$ cat config.mk
export PLATFORM = sky130hd
export DESIGN_NAME = dmi_responder
export DESIGN_NICKNAME = d
export VERILOG_FILES = /design/src/rtl/dmi_responder.sv
export SDC_FILE = /design/constraint.sdc
export NUM_CORES = 1
export LEC_CHECK = 0
export BUFFER_PORTS_ARGS = -buffer_cell sky130_fd_sc_hd__buf_2
export CAP_MARGIN = 40
export CELL_PAD_IN_SITES_DETAIL_PLACEMENT = 1
export CELL_PAD_IN_SITES_GLOBAL_PLACEMENT = 1
export CORE_MARGIN = 2
export CORE_UTILIZATION = 45
export DETAILED_ROUTE_END_ITERATION = 6
export PLACE_DENSITY_LB_ADDON = 0.1
export SETUP_SLACK_MARGIN = 0.1
export SLEW_MARGIN = 0
export SYNTH_ARGS = -nofsm -noshare
export SYNTH_HDL_FRONTEND = slang
export SYNTH_SLANG_ARGS = --single-unit
$ cat constraint.sdc
create_clock -name clk_i -period 29.7 [get_ports clk_i]
set_input_delay 4.455 -clock clk_i [delete_from_list [all_inputs] [get_ports clk_i]]
set_output_delay 4.455 -clock clk_i [all_outputs]
set_load 0.02 [all_outputs]
$ cat src/rtl/dmi_responder.sv
// dmi_responder: target-side endpoint of the DMI request/response channel.
// Accepts one request at a time, performs it on a lock-gated window of
// 32-bit data registers plus one status register, and returns exactly one
// response per accepted request. Inputs other than valid are ignored
// outside IDLE because the request is captured at the handshake.
module dmi_responder #(
    parameter int         NumRegs    = 12,
    parameter logic [6:0] BaseAddr   = 7'h04,
    parameter logic [6:0] StatusAddr = 7'h11
) (
    input  logic                   clk_i,
    input  logic                   rst_i,
    input  logic                   jtag_unlock_i,
    input  logic                   dmi_req_valid_i,
    output logic                   dmi_req_ready_o,
    input  logic [6:0]             dmi_req_addr_i,
    input  logic [1:0]             dmi_req_op_i,
    input  logic [31:0]            dmi_req_data_i,
    output logic                   dmi_resp_valid_o,
    input  logic                   dmi_resp_ready_i,
    output logic [31:0]            dmi_resp_data_o,
    output logic [1:0]             dmi_resp_o,
    output logic [NumRegs*32-1:0]  data_regs_o
);

    localparam logic [1:0] ST_IDLE   = 2'd0;
    localparam logic [1:0] ST_ACCESS = 2'd1;
    localparam logic [1:0] ST_RESP   = 2'd2;

    localparam logic [1:0] OP_NOP    = 2'd0;
    localparam logic [1:0] OP_READ   = 2'd1;
    localparam logic [1:0] OP_WRITE  = 2'd2;

    localparam logic [1:0] RESP_OK   = 2'd0;
    localparam logic [1:0] RESP_FAIL = 2'd2;

    // Window bounds computed in 8 bits so BaseAddr+NumRegs cannot wrap.
    localparam logic [7:0] BASE_EXT  = {1'b0, BaseAddr};
    localparam logic [7:0] NUM_EXT   = 8'(NumRegs);
    localparam logic [4:0] NUM_REGS5 = 5'(NumRegs);

    logic [1:0]                  state_r;
    logic                        req_ready_r;
    logic                        resp_valid_r;
    logic [31:0]                 resp_data_r;
    logic [1:0]                  resp_r;
    logic [6:0]                  addr_r;
    logic [1:0]                  op_r;
    logic [31:0]                 wdata_r;
    logic [7:0]                  err_cnt_r;
    logic [NumRegs-1:0][31:0]    data_regs_r;

    logic [7:0]                  addr_ext_s;
    logic                        in_window_s;
    logic                        is_status_s;
    logic [3:0]                  idx_s;
    logic [31:0]                 status_s;
    logic [1:0]                  resp_code_s;
    logic [31:0]                 resp_data_s;
    logic                        wr_en_s;
    logic                        clr_s;
    logic                        inc_s;

    assign addr_ext_s  = {1'b0, addr_r};
    assign in_window_s = (addr_ext_s >= BASE_EXT) && (addr_ext_s < (BASE_EXT + NUM_EXT));
    assign is_status_s = (addr_r == StatusAddr);
    assign idx_s       = 4'(addr_ext_s - BASE_EXT);
    // Unlock is sampled live during ACCESS, not at request acceptance.
    assign status_s    = {11'h000, NUM_REGS5, err_cnt_r, 7'h00, jtag_unlock_i};

    // Decode the captured request while in ACCESS and form the response.
    always_comb begin
        resp_code_s = RESP_OK;
        resp_data_s = 32'h0000_0000;
        wr_en_s     = 1'b0;
        clr_s       = 1'b0;
        if (state_r == ST_ACCESS) begin
            case (op_r)
                OP_NOP: begin
                    resp_code_s = RESP_OK;
                end
                OP_READ: begin
                    if (in_window_s) begin
                        if (jtag_unlock_i) begin
                            resp_data_s = data_regs_r[idx_s];
                        end else begin
                            resp_code_s = RESP_FAIL;
                        end
                    end else if (is_status_s) begin
                        resp_data_s = status_s;
                    end else begin
                        resp_code_s = RESP_FAIL;
                    end
                end
                OP_WRITE: begin
                    if (in_window_s) begin
                        if (jtag_unlock_i) begin
                            wr_en_s = 1'b1;
                        end else begin
                            resp_code_s = RESP_FAIL;
                        end
                    end else if (is_status_s) begin
                        if (jtag_unlock_i) begin
                            clr_s = wdata_r[31];
                        end else begin
                            resp_code_s = RESP_FAIL;
                        end
                    end else begin
                        resp_code_s = RESP_FAIL;
                    end
                end
                default: begin
                    resp_code_s = RESP_FAIL;
                end
            endcase
        end else begin
            resp_code_s = RESP_OK;
        end
    end

    assign inc_s = (state_r == ST_ACCESS) && (resp_code_s == RESP_FAIL);

    // Request/response handshake FSM with registered channel outputs.
    always_ff @(posedge clk_i or posedge rst_i) begin
        if (rst_i) begin
            state_r      <= ST_IDLE;
            req_ready_r  <= 1'b1;
            resp_valid_r <= 1'b0;
            resp_data_r  <= 32'h0000_0000;
            resp_r       <= RESP_OK;
            addr_r       <= 7'h00;
            op_r         <= OP_NOP;
            wdata_r      <= 32'h0000_0000;
        end else begin
            case (state_r)
                ST_IDLE: begin
                    if (dmi_req_valid_i && req_ready_r) begin
                        addr_r      <= dmi_req_addr_i;
                        op_r        <= dmi_req_op_i;
                        wdata_r     <= dmi_req_data_i;
                        req_ready_r <= 1'b0;
                        state_r     <= ST_ACCESS;
                    end
                end
                ST_ACCESS: begin
                    resp_data_r  <= resp_data_s;
                    resp_r       <= resp_code_s;
                    resp_valid_r <= 1'b1;
                    state_r      <= ST_RESP;
                end
                ST_RESP: begin
                    if (dmi_resp_ready_i) begin
                        resp_valid_r <= 1'b0;
                        req_ready_r  <= 1'b1;
                        state_r      <= ST_IDLE;
                    end
                end
                default: begin
                    resp_valid_r <= 1'b0;
                    req_ready_r  <= 1'b1;
                    state_r      <= ST_IDLE;
                end
            endcase
        end
    end

    // Data register window: written only at the end of an unlocked ACCESS.
    always_ff @(posedge clk_i or posedge rst_i) begin
        if (rst_i) begin
            data_regs_r <= {(NumRegs*32){1'b0}};
        end else if (wr_en_s) begin
            data_regs_r[idx_s] <= wdata_r;
        end else begin
            data_regs_r <= data_regs_r;
        end
    end

    // Saturating error counter; a status clear wins over an increment.
    always_ff @(posedge clk_i or posedge rst_i) begin
        if (rst_i) begin
            err_cnt_r <= 8'h00;
        end else if (clr_s) begin
            err_cnt_r <= 8'h00;
        end else if (inc_s && (err_cnt_r != 8'hFF)) begin
            err_cnt_r <= err_cnt_r + 8'h01;
        end else begin
            err_cnt_r <= err_cnt_r;
        end
    end

    assign dmi_req_ready_o  = req_ready_r;
    assign dmi_resp_valid_o = resp_valid_r;
    assign dmi_resp_data_o  = resp_data_r;
    assign dmi_resp_o       = resp_r;
    assign data_regs_o      = data_regs_r;

endmodule

==> flow_summary_export.csv <==
group,metric,value,unit
global_routing,antenna_found_initial,7,
clock_tree,cts_root_buf,"clkbuf_16",
layout,drive_above_1_share,61.8,%
global_routing,grt-ovfl-total,0,
synthesis,synth_top_cell_by_area,"dfrtp_1",
detailed_routing,wl_per_cell,28.8,um
synthesis,syn_avg_cell_area,15.7,um2
clock_tree,worstSkewPairLatency,0.60,ns
floorplan,initial_core_util,45.7,%
floorplan,dieArea,47900,um2
synthesis,synth_nets,1370,
synthesis,synthFlopType,"dfrtp_1",
clock_tree,cts.sinks,470,
detailed_routing,drc_errors,0,
floorplan,fp.dieW,219,um
placement,io_buffers,464,
min_path,min_path_type,"flip-flop to flip-flop",
critical_path,required,30.30,ns
floorplan,ios,466,
floorplan,rows,78,
sta,finalSetupTns,0,ns
sta,finalSetupViolCount,0,
layout,utilization,55.6,%
synthesis,synth_cells,1319,
power,sw_frac_of_total,28.3,%
power,ir_worst_vdd,49.1,uV
synthesis,synth_edf_count,0,
global_routing,grt_first_pass_wirelength,100000,um
clock_tree,post_cts_buffers,0,
critical_path,cpPeakStageDelay,0.78,ns
clock_tree,tritoncts,"yes",
synthesis,synth_area_leaders,"dfrtp_1 (57%), mux2_2 (22%), mux4_2 (10%), mux2i_1 (1.7%), buf_2 (1.2%)",
placement,gp_congestion,0.811,
clock_tree,htreeDepth,2,
sta,maxSlewViolCount,0,
sta,period_share,20.9,%
placement,place_area,23600,um2
synthesis,async_flop_share,100,%
clock_tree,postCtsResizedCells,0,
clock_tree,cts_buffer_depth,3,
global_routing,grt_max_degree,154,
placement,place_ws,22.80,ns
power,p_switching,0.438,mW
global_routing,grt_pass1_vias,14600,
sta,fmax,161,MHz
layout,final_area,25300,um2
clock_tree,cts_buffers,51,
sta,fin_crit,6.20,ns
sta,skew,0.0284,ns
detailed_routing,vias,13600,
power,comb_power_share,11.1,%
critical_path,arrival,6.79,ns
detailed_routing,wl,69000,um
power,p_int,1.11,mW
sta,setup_ws,23.50,ns
floorplan,core_area,45500,um2
power,p_clk_share,40.9,%
critical_path,cp-end-kind,"async pin",
outcome,status,"completed",
layout,nNetsFinal,1801,
synthesis,syn_area,20800,um2
run,drv_cap,0,
global_routing,grt_usage,28.8,%
critical_path,worst-setup-path-type,"input port to async pin",
synthesis,yosysTopAreaCellShare,56.5,%
floorplan,die_h,219,um
detailed_routing,viasPerCell,5.70,
sta,grt_setup_unrepaired,"false",
layout,n_fill_cell,4495,
critical_path,start_kind,"input port",
critical_path,crit_path_cell_trace,"buf_2, inv_8, buf_12, buf_4",
power,p_seq_share,48.0,%
detailed_routing,ant_nets,0,
critical_path,path_max_fanout,153,
sta,max-slew-margin-rel,42.5,%
detailed_routing,drt_pre_antenna_iters,5,
sta,hold_viol,0,
power,leakage,13.6,nW
synthesis,yosysWarnings,0,
sta,whs,0.489,ns
power,cellPowerDensity,61.2,nW/um2
clock_tree,clk_pin_slew_worst_paths,0.06,ns
sta,worst_slew_pin_slew,0.862,ns
synthesis,synth_seq_cells,470,
synthesis,ys_seq_area_share,56.6,%
synthesis,ys_types,59,
detailed_routing,drtIter0Drc,759,
clock_tree,postCtsHoldBufs,0,
placement,hpwlAfterDp,46400,um
layout,synthToLayoutAreaGrowth,21.9,%
critical_path,crit_slowest_cell,"buf_4",
==> through the flow <==
stage / cells / power (mW)
2_1_floorplan: 1319 / 0.857
3_3_place_gp: 2293 / 0.922
3_5_place_dp: 2297 / 0.931
4_1_cts: 2387 / 1.57
5_1_grt: 2389 / 1.61
6_report: 2393 / 1.55
==> state kept, by name, indices dropped and copies added, names as in the netlist <==
name / flops
addr_r: 7
data_regs_o: 384
dmi_req_ready_o: 1
dmi_resp_data_o: 32
dmi_resp_o: 1
dmi_resp_valid_o: 1
err_cnt_r: 8
op_r: 2
state_r: 2
wdata_r: 32
==> worst max-delay path, delay by kind of cell <==
kind | cells | cell delay [ns]
buf+inv | 4 | 2.05
==> cells in the final DEF (no fill, tap or decap), types with 3 or more instances in the layout <==
cell       count
nand3_2        4
and3_2         3
mux4_2        94
nor2_1        11
nand4_1        4
mux2_1        21
a221o_1        4
a22o_1         5
mux2_2       406
a22oi_1       21
buf_2        464
o22ai_1        3
o21ai_0       35
nand2_1       17
clkbuf_1       7
clkbuf_16     53
clkinv_2      15
inv_1          8
dfrtp_1      467
mux2i_1       35
clkbuf_8      10
buf_16         3
bufinv_16      3
nand2_2        8
diode_2        6
ha_1           5
buf_4         20
a21oi_1        6
nand3_1        6
==> area by class of cell <==
| cell class | count | area [um2] | area share (%) |
|---|---|---|---|
| clock inverters | 20 | 181 | 0.717 |
| repair buffers | 489 | 2590 | 10.3 |
| clock buffers | 70 | 1490 | 5.89 |
| multi-input cells | 728 | 8460 | 33.4 |
| diodes | 6 | 15.0 | 0.0593 |
| flip-flops and latches | 470 | 11800 | 46.5 |
| well taps | 600 | 751 | 2.97 |
| inverters | 10 | 45.0 | 0.178 |
==> cell usage after synthesis (2+ instances only) <==
| cell | count |
|---|---|
| nand2_2 | 4 |
| a21oi_1 | 6 |
| o21a_1 | 2 |
| buf_4 | 8 |
| buf_1 | 7 |
| a211oi_1 | 2 |
| mux2_1 | 21 |
| mux2i_1 | 35 |
| nand4_1 | 4 |
| buf_6 | 5 |
| xnor2_1 | 2 |
| buf_2 | 51 |
| mux2_2 | 406 |
| a221o_1 | 4 |
| nor2_1 | 11 |
| nand3_2 | 2 |
| a22oi_1 | 21 |
| nand2_1 | 21 |
| o21ai_0 | 35 |
| clkbuf_1 | 40 |
| nand2b_1 | 2 |
| nand3_1 | 8 |
| mux4_2 | 94 |
| o22ai_1 | 3 |
| a22o_1 | 5 |
| inv_1 | 10 |
| nor3_1 | 2 |
| dfrtp_1 | 469 |
| ha_1 | 5 |
| and3_1 | 3 |
| and3_2 | 2 |
| nor3b_2 | 2 |
==> power groups by stage <==
stage	clock (mW)	sequential [mW]	combinational [mW]
global placement	0	0.754	0.168
detailed placement	0	0.756	0.174
CTS	0.647	0.745	0.174
global route	0.671	0.752	0.185
finish	0.634	0.744	0.171
floorplan	0	0.692	0.164
==> path summary, 6_finish.rpt <==
| path | startpoint | end | slack [ns] | depth (start not counted) |
|---|---|---|---|---|
| worst min-delay path | dmi_resp_data_o[19] | dmi_resp_data_o[19] | 0.49 | 2 |
| worst max register to register | addr_r[1] | data_regs_o[196] | 26.41 | 5 |
| max in group clk_i | jtag_unlock_i | data_regs_o[228] | 23.67 | 6 |
| worst max-delay path | rst_i | data_regs_o[380] | 23.50 | 4 |
| min in group asynchronous | rst_i | data_regs_o[327] | 4.00 | 2 |
| worst min register to register | dmi_resp_data_o[19] | dmi_resp_data_o[19] | 0.49 | 2 |
==> cell families after synthesis <==
family | after synthesis | synth area share [%]
flops | 470 | 56.6
compound gates | 90 | 3.02
buf+inv | 121 | 2.82
mux | 556 | 35.0
other cells | 1 | 0.0181
simple gates | 74 | 2.08
xor+xnor | 2 | 0.0844
fa+ha+maj | 5 | 0.301
==> metal layers <==
metal  up-vias  global-route usage, %  part of all wire (%)
met5         -                      0                     0
met4         0                   10.8                   3.5
met3       101                   7.29                   6.8
met2       409                   47.8                    49
met1      7367                   36.6                    41
li1       5762                      -                     -
Power figures use the tool's default switching activity.
